### src/rtl/shift_array_pipe_if.sv
// Valid/ready operand and result channels of the pipelined barrel shifter.
// The master drives operands and consumes results; the slave is the shifter.
interface shift_array_pipe_if #(
  parameter int unsigned WIDTH = 8
) ();
  localparam int unsigned SHW = $clog2(WIDTH);

  logic             in_valid;
  logic             in_ready;
  logic [WIDTH-1:0] in_data;
  logic [SHW-1:0]   in_amt;
  logic [1:0]       in_mode;
  logic             out_valid;
  logic             out_ready;
  logic [WIDTH-1:0] out_data;
  logic             out_zero;

  modport master (
    output in_valid, in_data, in_amt, in_mode, out_ready,
    input  in_ready, out_valid, out_data, out_zero
  );

  modport slave (
    input  in_valid, in_data, in_amt, in_mode, out_ready,
    output in_ready, out_valid, out_data, out_zero
  );
endinterface

### src/rtl/shift_array_pipe.sv
// Pipelined barrel shifter (LSL/LSR/ASR/ROL): stage k shifts by 2^k when amt bit k is set.
// Elastic valid/ready pipeline; empty stages absorb data even while downstream stalls.
module shift_array_pipe #(
  parameter int unsigned WIDTH = 8
) (
  input  logic              clk,
  input  logic              rst_n,
  shift_array_pipe_if.slave bus
);
  localparam int unsigned SHW = $clog2(WIDTH);

  localparam logic [1:0] ModeLsl = 2'b00;
  localparam logic [1:0] ModeLsr = 2'b01;
  localparam logic [1:0] ModeAsr = 2'b10;
  localparam logic [1:0] ModeRol = 2'b11;

  logic [SHW-1:0]   valid_q;
  logic [WIDTH-1:0] data_q  [SHW];
  logic [SHW-1:0]   amt_q   [SHW];
  logic [1:0]       mode_q  [SHW];
  logic [SHW-1:0]   sign_q;

  logic [SHW-1:0]   ready;
  logic [SHW-1:0]   vin;
  logic [WIDTH-1:0] din     [SHW];
  logic [SHW-1:0]   ain     [SHW];
  logic [1:0]       min     [SHW];
  logic [SHW-1:0]   sin;
  logic [WIDTH-1:0] shifted [SHW];

  function automatic logic [WIDTH-1:0] shift_stage(input logic [WIDTH-1:0] d,
                                                   input logic [1:0]       mode,
                                                   input logic             sign,
                                                   input int unsigned      s);
    logic [WIDTH-1:0] res;
    logic [WIDTH-1:0] fill;
    fill = ~({WIDTH{1'b1}} >> s);
    case (mode)
      ModeLsl: res = d << s;
      ModeLsr: res = d >> s;
      ModeAsr: res = (d >> s) | (sign ? fill : '0);
      ModeRol: res = (d << s) | (d >> (WIDTH - s));
      default: res = d;
    endcase
    return res;
  endfunction

  // Ready ripples back from out_ready; an empty stage is always ready.
  always_comb begin
    logic chain;
    chain = bus.out_ready;
    ready = '0;
    for (int k = SHW - 1; k >= 0; k--) begin
      chain    = ~valid_q[k] | chain;
      ready[k] = chain;
    end
  end

  always_comb begin
    vin = '0;
    sin = '0;
    for (int k = 0; k < SHW; k++) begin
      if (k == 0) begin
        vin[k] = bus.in_valid;
        din[k] = bus.in_data;
        ain[k] = bus.in_amt;
        min[k] = bus.in_mode;
        sin[k] = bus.in_data[WIDTH-1];
      end else begin
        vin[k] = valid_q[k-1];
        din[k] = data_q[k-1];
        ain[k] = amt_q[k-1];
        min[k] = mode_q[k-1];
        sin[k] = sign_q[k-1];
      end
      shifted[k] = ain[k][k] ? shift_stage(din[k], min[k], sin[k], 32'd1 << k) : din[k];
    end
  end

  always_ff @(posedge clk or negedge rst_n) begin
    if (!rst_n) begin
      valid_q <= '0;
      sign_q  <= '0;
      for (int k = 0; k < SHW; k++) begin
        data_q[k] <= '0;
        amt_q[k]  <= '0;
        mode_q[k] <= '0;
      end
    end else begin
      for (int k = 0; k < SHW; k++) begin
        if (ready[k]) begin
          valid_q[k] <= vin[k];
          // Bubbles only clear the valid flag; payload keeps its last value.
          if (vin[k]) begin
            data_q[k] <= shifted[k];
            amt_q[k]  <= ain[k];
            mode_q[k] <= min[k];
            sign_q[k] <= sin[k];
          end
        end
      end
    end
  end

  assign bus.in_ready  = rst_n & ready[0];
  assign bus.out_valid = valid_q[SHW-1];
  assign bus.out_data  = data_q[SHW-1];
  assign bus.out_zero  = ~|data_q[SHW-1];

  // Last-stage control fields have no consumer downstream.
  logic unused_last;
  assign unused_last = ^{amt_q[SHW-1], mode_q[SHW-1], sign_q[SHW-1]};
endmodule

### src/flat_wrapper.sv
// flat-port wrapper written by rule: the top's interface ports become plain ports
module shift_array_pipe_flat 
#(
  parameter int unsigned WIDTH = 8
)
  (clk, rst_n, bus_in_valid, bus_in_data, bus_in_amt, bus_in_mode, bus_out_ready, bus_in_ready, bus_out_valid, bus_out_data, bus_out_zero);
  shift_array_pipe_if #(.WIDTH(WIDTH)) bus_i ();
  input  logic clk;
  input  logic rst_n;
  input wire logic [$bits(bus_i.in_valid)-1:0] bus_in_valid;
  input wire logic [$bits(bus_i.in_data)-1:0] bus_in_data;
  input wire logic [$bits(bus_i.in_amt)-1:0] bus_in_amt;
  input wire logic [$bits(bus_i.in_mode)-1:0] bus_in_mode;
  input wire logic [$bits(bus_i.out_ready)-1:0] bus_out_ready;
  output wire logic [$bits(bus_i.in_ready)-1:0] bus_in_ready;
  output wire logic [$bits(bus_i.out_valid)-1:0] bus_out_valid;
  output wire logic [$bits(bus_i.out_data)-1:0] bus_out_data;
  output wire logic [$bits(bus_i.out_zero)-1:0] bus_out_zero;
  assign bus_i.in_valid = bus_in_valid;
  assign bus_i.in_data = bus_in_data;
  assign bus_i.in_amt = bus_in_amt;
  assign bus_i.in_mode = bus_in_mode;
  assign bus_i.out_ready = bus_out_ready;
  assign bus_in_ready = bus_i.in_ready;
  assign bus_out_valid = bus_i.out_valid;
  assign bus_out_data = bus_i.out_data;
  assign bus_out_zero = bus_i.out_zero;
  shift_array_pipe #(.WIDTH(WIDTH)) u_core (.clk(clk), .rst_n(rst_n), .bus(bus_i));
endmodule
### config.mk
export PLATFORM = sky130hd
export DESIGN_NAME = shift_array_pipe_flat
export DESIGN_NICKNAME = d
export VERILOG_FILES = /design/src/rtl/shift_array_pipe_if.sv /design/src/rtl/shift_array_pipe.sv /design/src/flat_wrapper.sv
export SDC_FILE = /design/constraint.sdc
export NUM_CORES = 1
export LEC_CHECK = 0
export BUFFER_PORTS_ARGS = -buffer_cell sky130_fd_sc_hd__buf_2
export CAP_MARGIN = 15
export CORE_MARGIN = 4
export CORE_UTILIZATION = 45
export CTS_CLUSTER_DIAMETER = 50
export CTS_CLUSTER_SIZE = 30
export DETAILED_ROUTE_END_ITERATION = 12
export GPL_TIMING_DRIVEN = 0
export SYNTH_ARGS = -nofsm -noshare
export SYNTH_HDL_FRONTEND = slang
export SYNTH_SLANG_ARGS = --single-unit
### constraint.sdc
create_clock -name clk -period 2.7 [get_ports clk]
set_input_delay 0.405 -clock clk [delete_from_list [all_inputs] [get_ports clk]]
set_output_delay 0.405 -clock clk [all_outputs]
set_load 0.01 [all_outputs]
-- Yosys cells after proc, flatten, opt, wreduce, memory -nomap -nowiden
Cells that the tools add are included.
- $add $sub $neg: 0
- $mul: 0
- divide/modulo/power cells: 0
- magnitude comparators: 0
- equal/unequal tests: 9
- shift-type cells: 0
- muxes and demuxes: 9
- bitwise operators: 13
- reduce and logical (&&, ||, !) cells: 8
- operator list (operator ; count):
    $pmux W8 S4 ; 3
    $mux W8 ; 6
    $eq A2 B2 Y1 const B ; 6
    $or A4 B8 Y8 ; 1
    $or A6 B8 Y8 ; 1
    $or A7 B8 Y8 ; 1
    $or A8 B1 Y8 ; 1
    $or A8 B2 Y8 ; 1
    $or A8 B4 Y8 ; 1
    $reduce_or A8 Y1 ; 1
    $eq A2 B1 Y1 const B ; 3
    $logic_not A2 Y1 ; 3
    $reduce_and A2 Y1 ; 3
    $not A1 Y1 ; 3
    $or A1 B1 Y1 ; 3
    $and A1 B1 Y1 ; 1
    $logic_not A1 Y1 ; 1
- flip-flop bits (word level): 39
- latch bits: 0
- RAM bits: 0
- bits in read-only memories: 0
- word-level logic and storage cells: 51
- memories kept: 0

-- Longest topological paths before layout
Gate-level depths: netlist (run 1).
- depth after elaboration: 5
- gate-level depth with buffers: 5
- gate-level depth less buffers: 3

-- Least setup slack after synthesis (run 1)
OpenSTA, ideal clock, no wires.
- path kind: register to output
- from: register u_core.data_q, in the netlist u_core.bus.out_data[5]
- to: output port bus_out_zero
- arrival: 1.059 ns
- path slack: 1.236 ns
- stages on the path, launching flop included: 3
- path through: dfrtp_1 > or4_1 > nor2_1
- cells in the longest elaborated chain, start to end: 2
- RTL lines (element ; line ; source):
    start: declaration ; shift_array_pipe.sv:18 ; logic [WIDTH-1:0] data_q [SHW];
    start signal: indexed assignment ; shift_array_pipe.sv:95 ; data_q[k] <= shifted[k];
    $reduce_or A8 Y1 ; shift_array_pipe.sv:108 ; assign bus.out_zero = ~|data_q[SHW-1];
    $logic_not A1 Y1 ; shift_array_pipe.sv:108 ;
    end: declaration ; flat_wrapper.sv:18 ; output wire logic [$bits(bus_i.out_zero)-1:0] bus_out_zero;
Every way passes these cells.

-- Worst setup path after layout (run 1)
- from: register u_core.valid_q[0]
- to: output port bus_in_ready
- cells in the longest elaborated chain, start to end: 3
- RTL lines (element ; line ; source):
    start: declaration ; shift_array_pipe.sv:17 ; logic [SHW-1:0] valid_q;
    start signal: indexed assignment ; shift_array_pipe.sv:92 ; valid_q[k] <= vin[k];
    $not A1 Y1 ; shift_array_pipe.sv:54 ; chain = ~valid_q[k] | chain;
    $or A1 B1 Y1 ; shift_array_pipe.sv:54 ;
    $and A1 B1 Y1 ; shift_array_pipe.sv:105 ; assign bus.in_ready = rst_n & ready[0];
    end: declaration ; flat_wrapper.sv:15 ; output wire logic [$bits(bus_i.in_ready)-1:0] bus_in_ready;
Every way passes these cells.

==> results.md, run 1 <==
* Status: finished, final reports clean
* Starting Density at 47.4%
* Psw at 0.624 mW
* Flop2flop setup slack at 1270 ps
* Max_slew headroom at 47.9%
* Share of cells above drive strength 1 at 29.6%
* Clock Path Buffers at 2
* Total CTS buffers at 5
* RSZ-0062 raised after global routing: no
* Vias per cell at 5.79
* Fin Clk Skew at 3.79 ps
* Reg power frac at 44.6%
* Post-synthesis instance total at 196
* Register area share after synthesis at 42.7%
* Syn-to-layout area delta at 13.2%
* Comb power frac at 35.9%
* Tcrit/Tclk final at 73.2%
* Pin count of the biggest net entering global routing at 38
* Routed Wire Length at 4.57 mm
* Post-CTS setup buffer count at 0
* Grt total ovfl at 0
* Synth Register Bits at 36
* Overall routing resource usage at 17.1%
* Switching share of total power at 34.3%
* Post-Syn Nets at 213
* Largest fanout on the critical path at 10
* DRC at 0
* Async set-reset flop share out of synthesis at 100%
* N_diodes at 0
* R2R Path Start: u_core.valid_q[0]$_DFFE_PN0N_
* CTS tree: built
* Most used cell, CP: buf_2
* First-iteration detailed-routing DRC count at 48
* Max_cap viols at 0
* Cell depth of the worst setup path at 5
* CP max stage delay at 320 ps
* Pre-Repair DR Iteration Count at 4
* I/O Buffers at 27
* Synth Flop Type: dfrtp_1
* Mapped Avg Cell Area at 10.8 µm²
* CTS root buf: clkbuf_8
* Die area at 5840 µm²
* Detail Placement HPWL at 3.58 mm
* Crit end category: output pin
* FMAX at 506 MHz
* Core area at 4440 µm²
* Max rail drop VDD at 0.268 mV
* Initial antenna violation count at 0
* Setup TNS at 0 ps
* Filler cell count at 420
* Final hold vios at 0
* DP Cell Count at 275
* Wire per inst at 16.2 µm
* Clk pwr share at 19.5%
* CP Cell Sequence: buf_2 -> nand4b_1 -> buf_2 -> and2_1 -> buf_2
* Row count at 24
* Leakage at 1.04 nW
* Vias post-DR at 1634
* Worst Path Arrival at 1570 ps
* Critical Path Start Type: flop
* Vias in the first global route at 1722
* Post-CTS sizing at 0
* R2r worst-path depth at 4
* P_int at 1.20 mW
* CP max stage cell: dfrtp_1
* Global-route wire length before repair at 8.14 mm
* H-tree depth at 2
* Dpl ws at 864 ps
* Synth warnings at 0
* Worst Path Buf+Inv at 3
* Slew Limit Fails at 0
* Slew @ Worst Pin at 782 ps
* Most frequent cells in the layout: dfrtp_1 (36), buf_2 (31), o21ai_0 (16)
* GPL Wtd Cong at 0.843
* I/O pin total at 28
* Required time of the critical path at 2300 ps
* Post-synthesis cell area at 2110 µm²
* # hold bufs at CTS at 0
* Die height at 76.4 µm
* EDFF count, synth at 0
* Final nets at 247
* Die width at 76.4 µm
* Final worst setup slack at 724 ps
* Final ANT Viol Nets at 0
* Reg-to-reg endpoint: u_core.ain[4]$_DFFE_PN0P_
* Min-Delay Path Class: primary input to asynchronous set/reset pin
* Most common cell after layout, fill and taps aside: dfrtp_1
* Worst-Skew Late Latency at 280 ps
* # setup viols final at 0
* Kind of cell adding the most delay to the critical path: buffers and inverters
* Synth unique cells at 38
* Post-Layout Cell Count at 282
* CP Class: flop to output pin
* Clk sink count at 36
* Clk slew on worst S/H paths at 70 ps
* Fin crit period at 1980 ps
* Cell Pwr Density at 763 nW/µm²
==> routing by layer <==
layer | part of all wire [%] | GRT usage (%) | vias up
li1 | - | - | 814
met1 | 41 | 19.3 | 769
met2 | 52 | 30.0 | 41
met3 | 4.4 | 4.26 | 10
met4 | 2.7 | 8.70 | 0
met5 | 0 | 0 | -
==> sequential cells by signal, summed over array words and instances, names as in the netlist <==
name,flops
u_core.min,4
u_core.sign_q,2
u_core.bus.out_data,8
u_core.valid_q,3
u_core.data_q,16
u_core.ain,3
==> how the worst max path moves through the flow <==
stage | start | to | slack (ps)
after global placement | rst_n | bus_in_ready | 890
after floorplan | u_core.bus.out_data[5]$_DFFE_PN0P_ | bus_out_zero | 1240
after global routing | u_core.valid_q[0]$_DFFE_PN0N_ | bus_in_ready | 620
after CTS | u_core.valid_q[0]$_DFFE_PN0N_ | bus_in_ready | 700
final | u_core.valid_q[0]$_DFFE_PN0N_ | bus_in_ready | 720
after detailed placement | rst_n | bus_in_ready | 860
==> cell type report <==
cell class / instances / area (µm²) / share of cell area (%)
clock inverters: 1 / 5.00 / 0.210
multi-input cells: 137 / 1070 / 44.9
inverters: 5 / 18.8 / 0.787
plain buffers: 18 / 118 / 4.93
clock buffers: 6 / 72.6 / 3.04
flip-flops and latches: 36 / 901 / 37.8
well taps: 52 / 65.1 / 2.73
repair buffers: 27 / 135 / 5.66
==> worst register-to-register path, delay by kind of cell, from the launching register on <==
family	cells	cell delay, ps
muxes	1	350
DFF	1	320
and+or+nand+nor	2	480
buffers and inverters	1	180
==> logic make-up (layout without fill, tap and decap cells) <==
kind of cell,count (synthesis),in the layout,share of synthesized area [%]
simple gates,44,44,12.2
flops,36,36,42.7
xor+xnor,2,2,2.61
buf+inv,23,57,6.47
mux,28,28,14.7
compound gates,63,63,21.2
==> stage by stage <==
step | area [µm²] | util, % | hold slack [ps] | power, mW
6_report | 2390 | 53.7 | 197 | 1.82
5_1_grt | 2390 | 53.7 | 271 | 1.95
4_1_cts | 2390 | 53.7 | 224 | 1.85
3_5_place_dp | 2310 | 51.9 | 497 | 1.48
3_3_place_gp | 2310 | 51.9 | 490 | 1.46
2_1_floorplan | 2110 | - | 109 | 1.28
==> power by group through the flow <==
stage,clock network (mW),logic [mW],registers [mW]
final,0.356,0.653,0.812
after global routing,0.397,0.724,0.833
after CTS,0.376,0.660,0.811
after detailed placement,0,0.658,0.821
after global placement,0,0.641,0.815
after floorplan,0,0.502,0.775
==> cells in the mapped netlist, drive strengths merged, types with 4 or more instances <==
library cell | n | area share, %
o21ai | 16 | 3.8
buf | 15 | 5.0
a21oi | 9 | 2.1
nand4 | 10 | 3.0
o31ai | 5 | 2.0
mux2i | 10 | 4.7
o2bb2ai | 4 | 1.7
inv | 5 | 0.89
mux2 | 18 | 10
a221oi | 9 | 4.3
nor2 | 8 | 1.4
o211ai | 15 | 5.3
dfrtp | 36 | 43
nand2 | 9 | 1.8
No activity file was read; power rests on OpenSTA's default activity.
==> run 2, diff against run 1 <==
--- a/config.mk
+++ b/config.mk
@@ -5,6 +5,7 @@
 export SDC_FILE = /design/constraint.sdc
 export NUM_CORES = 1
 export LEC_CHECK = 0
+export ABC_AREA = 1
 export BUFFER_PORTS_ARGS = -buffer_cell sky130_fd_sc_hd__buf_2
 export CAP_MARGIN = 15
 export CORE_MARGIN = 4
@@ -13,6 +14,7 @@
 export CTS_CLUSTER_SIZE = 30
 export DETAILED_ROUTE_END_ITERATION = 12
 export GPL_TIMING_DRIVEN = 0
+export PLACE_DENSITY = 0.67
 export SYNTH_ARGS = -nofsm -noshare
 export SYNTH_HDL_FRONTEND = slang
 export SYNTH_SLANG_ARGS = --single-unit
==> constraint.sdc (replaced) <==
create_clock -name clk -period 1.8 [get_ports clk]
set_input_delay 0.27 -clock clk [delete_from_list [all_inputs] [get_ports clk]]
set_output_delay 0.27 -clock clk [all_outputs]
set_load 0.01 [all_outputs]
==> results.md, run 2 <==
* Mapped Avg Cell Area at 7.45 µm²
* Die area at 5730 µm²
* Top reg by flops: u_core.data_q
* Cell Pwr Density at 1290 nW/µm²
* Max reg flops at 16
* Most frequent cells in the layout: nand2_1 (68), nor2_1 (37), dfrtp_1 (36)
* Clk pwr share at 19.3%
* Post-synthesis cell area at 2060 µm²
* Register area share after synthesis at 43.7%
* RSZ-0062 raised after global routing: no
* Most common cell after layout, fill and taps aside: nand2_1
* Worst-Skew Late Latency at 290 ps
* Grt total ovfl at 0
* Largest fanout on the critical path at 37
* Final Core Density at 53.7%
* Required time of the critical path at 1530 ps
* Max_slew headroom at 46.2%
* Pin count of the biggest net entering global routing at 38
* Final ANT Viol Nets at 0
* Clk sink count at 36
* Setup TNS at 0 ps
* Most frequent cell after synthesis: nand2_1
* Starting Density at 47.1%
* Die width at 75.7 µm
* Detail Placement HPWL at 3.10 mm
* Top cells by count, synth: nand2_1 (68), nor2_1 (37), dfrtp_1 (36), inv_1 (29), nand3_1 (24)
* CTS root buf: clkbuf_8
* Comb power frac at 37.9%
* Clock Path Buffers at 2
* Fin crit period at 1470 ps
* R2r worst-path depth at 6
* Synth warnings at 0
* Clk slew on worst S/H paths at 70 ps
* GPL Wtd Cong at 0.850
* I/O pin total at 28
* Share of cells above drive strength 1 at 24.0%
* Final nets at 328
* Reg power frac at 42.7%
* Worst Path Arrival at 1200 ps
* Total power draw at 3.03 mW
* Slew @ Worst Pin at 806 ps
* Grt met2 use at 31.4%
* Synth Register Bits at 36
* Post-Layout Cell Count at 364
* Max_cap viols at 0
* Vias per cell at 4.82
* Async set-reset flop share out of synthesis at 100%
* H-tree depth at 2
* Status: finished, final reports clean
* Grt met3 use at 4.49%
* DP Cell Count at 356
* DRC at 0
* GR peak layer: met2
* Slew Limit Fails at 0
* CTS tree: built
* CP Class: primary input to output pin
* Cell area after layout at 2350 µm²
* Wire per inst at 11.1 µm
* Final hold vios at 0
* Initial antenna violation count at 0
* Die height at 75.7 µm
* Psw at 1.14 mW
* Core area at 4380 µm²
* Post-synthesis instance total at 277
* Row count at 24
* Placed standard-cell area at 2260 µm²
* Min-Delay Path Class: primary input to asynchronous set/reset pin
* I/O Buffers at 27
* Tcrit/Tclk final at 81.5%
* # setup viols final at 0
* GR Layer Usage met1 at 16.9%
* Synth top area share at 43.7%
* Syn-to-layout area delta at 14.1%
* # hold bufs at CTS at 0
* Fin Clk Skew at 5.52 ps
* Post-Syn Nets at 294
* Synth Flop Type: dfrtp_1
* Post-CTS setup buffer count at 0
* P_int at 1.89 mW
* Overall routing resource usage at 16.8%
* Synth unique cells at 24
* Vias in the first global route at 1698
* Leakage at 1.26 nW
* Crit end category: output pin
* Top cells by area, synth: dfrtp_1 (44%), nand2_1 (12%), nor2_1 (6.7%), nand3_1 (5.8%), inv_1 (5.3%)
* Switching share of total power at 37.7%
* Post-CTS sizing at 0
* Max rail drop VDD at 0.373 mV
* Pre-Repair DR Iteration Count at 5
* Vias post-DR at 1754
* EDFF count, synth at 0
* Total CTS buffers at 5
* Global-route wire length before repair at 7.18 mm
* FMAX at 682 MHz
* First-iteration detailed-routing DRC count at 48
* N_diodes at 0
* Routed Wire Length at 4.05 mm
* Critical Path Start Type: primary input
* Area leader, netlist: dfrtp_1
## run 2: cell count changes after synthesis, moves of 9 or more
cell      delta
nor2_1      +29
inv_1       +24
mux2_2      -10
nand3_1     +22
mux2i_1     -10
nand4_1      -9
o211ai_1    -15
nand2_1     +61
## run 2: cell type report
class                           instances  area [µm²]
Clock buffer                            8        90.1
Fill cell                             451        2030
Sequential cell                        36         901
Inverter                               35         134
Multi-Input combinational cell        191         918
Timing Repair Buffer                   27         135
Tap cell                               52        65.1
Buffer                                 15         110
## run 2: power by group through the flow
| stage | logic [mW] | registers, mW | clock network [mW] |
|---|---|---|---|
| final | 1.15 | 1.30 | 0.586 |
| after global routing | 1.34 | 1.34 | 0.643 |
| after CTS | 1.17 | 1.30 | 0.613 |
| after detailed placement | 1.16 | 1.31 | 0 |
| after global placement | 1.15 | 1.30 | 0 |
| after floorplan | 0.885 | 1.26 | 0 |
## run 2: per-stage QoR
stage / worst slack [ps] / hold slack [ps]
detailed placement: 280 / 410
global route: 154 / 127
CTS: 279 / 90.7
floorplan: 687 / -25.6
global placement: 297 / 402
finish: 333 / 67.6
## run 2: path summary, 6_finish.rpt
check	slack [ps]	start	endpoint
worst min-delay path	70	rst_n	u_core.valid_q[2]$_DFFE_PN0P_
worst max-delay path	330	rst_n	bus_in_ready
worst min register to register	490	u_core.sign_q[1]$_DFFE_PN0P_	u_core.sign_q[1]$_DFFE_PN0P_
max in group asynchronous	1220	rst_n	u_core.data_q[21]$_DFFE_PN0P_
worst max register to register	630	u_core.valid_q[2]$_DFFE_PN0P_	u_core.data_q[22]$_DFFE_PN0P_
min in group clk	180	bus_in_amt[2]	u_core.ain[5]$_DFFE_PN0P_
## run 2: logic make-up after synthesis
family                 Yosys count  synth area share [%]
DFF                             36                  43.7
and+or+nand+nor                146                  32.1
AOI/OAI and AO/OA               45                  12.4
buffers and inverters           50                  11.8
## run 2: worst max-delay path, stage by stage
cell and delay (ps):
buf_2 610, nand2_1 110, inv_1 70, buf_2 120
## run 2: layer usage
| layer | vias to the layer above | part of all wire [%] |
|---|---|---|
| met1 | 777 | 42 |
| met5 | - | 0 |
| li1 | 935 | - |
| met3 | 9 | 4.4 |
| met4 | 0 | 2.7 |
| met2 | 33 | 51 |
==> run 3, diff against run 2 <==
--- a/config.mk
+++ b/config.mk
@@ -14,7 +14,6 @@
 export CTS_CLUSTER_SIZE = 30
 export DETAILED_ROUTE_END_ITERATION = 12
 export GPL_TIMING_DRIVEN = 0
-export PLACE_DENSITY = 0.67
 export SYNTH_ARGS = -nofsm -noshare
 export SYNTH_HDL_FRONTEND = slang
 export SYNTH_SLANG_ARGS = --single-unit
==> constraint.sdc (replaced) <==
create_clock -name clk -period 1.4 [get_ports clk]
set_input_delay 0.21 -clock clk [delete_from_list [all_inputs] [get_ports clk]]
set_output_delay 0.21 -clock clk [all_outputs]
set_load 0.01 [all_outputs]
==> results.md, run 3 (synthesis gave the netlist of run 2 again) <==
* Die height at 75.7 µm
* I/O Buffers at 27
* Slew @ Worst Pin at 465 ps
* # setup viols final at 0
* RSZ-0062 raised after global routing: yes
* Reg-to-reg endpoint: u_core.data_q[9]$_DFFE_PN0P_
* CP max stage delay at 400 ps
* Fin crit period at 1380 ps
* Fin Clk Skew at 3.44 ps
* CTS root buf: clkbuf_8
* Final nets at 330
* First-iteration detailed-routing DRC count at 48
* CTS tree: built
* Start point of the critical path: u_core.bus.out_data[5]$_DFFE_PN0P_
* Vias post-DR at 1756
* DRC at 0
* Clk sink count at 36
* Slew Limit Fails at 0
* Routed Wire Length at 4.16 mm
* Crit end category: output pin
* Final worst setup slack at 19.9 ps
* Dpl ws at -11.9 ps
* Pin count of the biggest net entering global routing at 38
* Vias per cell at 4.81
* Syn-to-layout area delta at 14.9%
* Starting Density at 47.1%
* Kind of cell adding the most delay to the critical path: flip-flops
* Switching share of total power at 38.3%
* Clk pwr share at 17.7%
* H-tree depth at 2
* Worst-Skew Late Latency at 290 ps
* FMAX at 725 MHz
* Share of cells above drive strength 1 at 24.9%
* Vias in the first global route at 1619
* Reg power frac at 43.0%
* Critical Path Start Type: flop
* Max reg flops at 16
* I/O pin total at 28
* Flop2flop setup slack at 210 ps
* Top sig layer: met4
* Tcrit/Tclk final at 98.6%
* CP Class: flop to output pin
* Top reg by flops: u_core.data_q
* P_int at 2.40 mW
* CP Cell Sequence: nor2_2 -> nand4_1 -> nor3_1 -> buf_2
* Clk slew on worst S/H paths at 70 ps
* Worst Path Arrival at 1170 ps
* Largest fanout on the critical path at 3
* Max_cap viols at 0
* Die area at 5730 µm²
* WL met1 at 1.79 mm
* Setup TNS at 0 ps
* Row count at 24
* Met2 wire length at 2.10 mm
* Global-route wire length before repair at 7.04 mm
* R2r worst-path depth at 6
* Pre-Repair DR Iteration Count at 4
* R2R Path Start: u_core.valid_q[2]$_DFFE_PN0P_
* Cell depth of the worst setup path at 4
* Initial antenna violation count at 0
* Max rail drop VDD at 0.590 mV
* GPL Wtd Cong at 0.879
* Final ANT Viol Nets at 0
* N_diodes at 0
* Psw at 1.49 mW
* Clock Path Buffers at 2
* Final hold vios at 36
* Leakage at 1.26 nW
* Worst Path Buf+Inv at 1
* Failing checks: negative hold slack
* Die width at 75.7 µm
* Overall routing resource usage at 16.5%
* Grt total ovfl at 0
* CP max stage cell: dfrtp_1
* Cell Pwr Density at 1640 nW/µm²
* Required time of the critical path at 1190 ps
* Status: complete, but fails checks
* Max_slew headroom at 69.0%
* Detail Placement HPWL at 3.24 mm
* Most frequent cells in the layout: nand2_1 (68), nor2_1 (36), dfrtp_1 (36)
* Total CTS buffers at 5
* Hold slack at -129 ps
* Min-Delay Path Class: primary input to asynchronous set/reset pin
* DR WL met3 at 147 µm
* Core area at 4380 µm²
* Comb power frac at 39.3%
* Setup crit end: bus_out_zero
* Most common cell after layout, fill and taps aside: nand2_1
* Wire per inst at 11.4 µm
-- run 3: cell count changes in the layout (fill, tap and decap cells not counted) --
cell,change
buf_4,+3
buf_2,-1
clkbuf_1,-1
clkbuf_8,-1
clkinv_2,+1
nand4_2,-1
nand4_4,+1
nor2_1,-1
nor2_2,+1
-- run 3: metrics by stage --
stage | total power [mW] | instances | cell area [µm²] | utilization [%] | hold WS (ps)
after floorplan | 2.75 | 277 | 2060 | - | -85.6
after global placement | 3.17 | 356 | 2260 | 51.6 | 352
after detailed placement | 3.19 | 356 | 2260 | 51.6 | 352
after CTS | 3.90 | 363 | 2350 | 53.5 | -115
after global routing | 4.26 | 365 | 2370 | 54.1 | -98.8
final | 3.89 | 365 | 2370 | 54.1 | -129
-- run 3: worst min-delay path by stage --
stage,startpoint,to,slack (ps),cells past startpoint
after floorplan,rst_n,u_core.ain[2]$_DFFE_PN0P_,-90,0
after global placement,rst_n,u_core.bus.out_data[1]$_DFFE_PN0P_,350,1
after detailed placement,rst_n,u_core.bus.out_data[3]$_DFFE_PN0P_,350,1
after CTS,rst_n,u_core.ain[5]$_DFFE_PN0P_,-120,1
after global routing,rst_n,u_core.bus.out_data[5]$_DFFE_PN0P_,-100,1
final,rst_n,u_core.bus.out_data[3]$_DFFE_PN0P_,-130,1
-- run 3: final cells by class --
cell class / instances / area, µm²
fillers: 430 / 2010
flip-flops and latches: 36 / 901
clock inverters: 1 / 5.00
plain buffers: 15 / 110
well taps: 52 / 65.1
multi-input cells: 191 / 930
repair buffers: 29 / 153
clock buffers: 6 / 72.6
inverters: 35 / 134
-- run 3: routing by layer --
metal	vias to the layer above	GRT usage, %
met2	37	30.0
li1	933	-
met1	779	17.3
met5	-	0
met3	7	4.09
met4	0	8.93
-- run 3: what timing repair did --
item,in CTS,in global routing
setup endpoints to repair,2,2
buffers inserted,0,2
resized for setup,2,1
endpoints found under the hold margin,36,36
-- run 3: power groups by stage --
stage	Sequential [mW]	Clock (mW)	Combinational [mW]
final	1.68	0.689	1.53
after global routing	1.73	0.748	1.79
after CTS	1.67	0.712	1.52
after detailed placement	1.69	0	1.51
after global placement	1.67	0	1.50
after floorplan	1.62	0	1.14
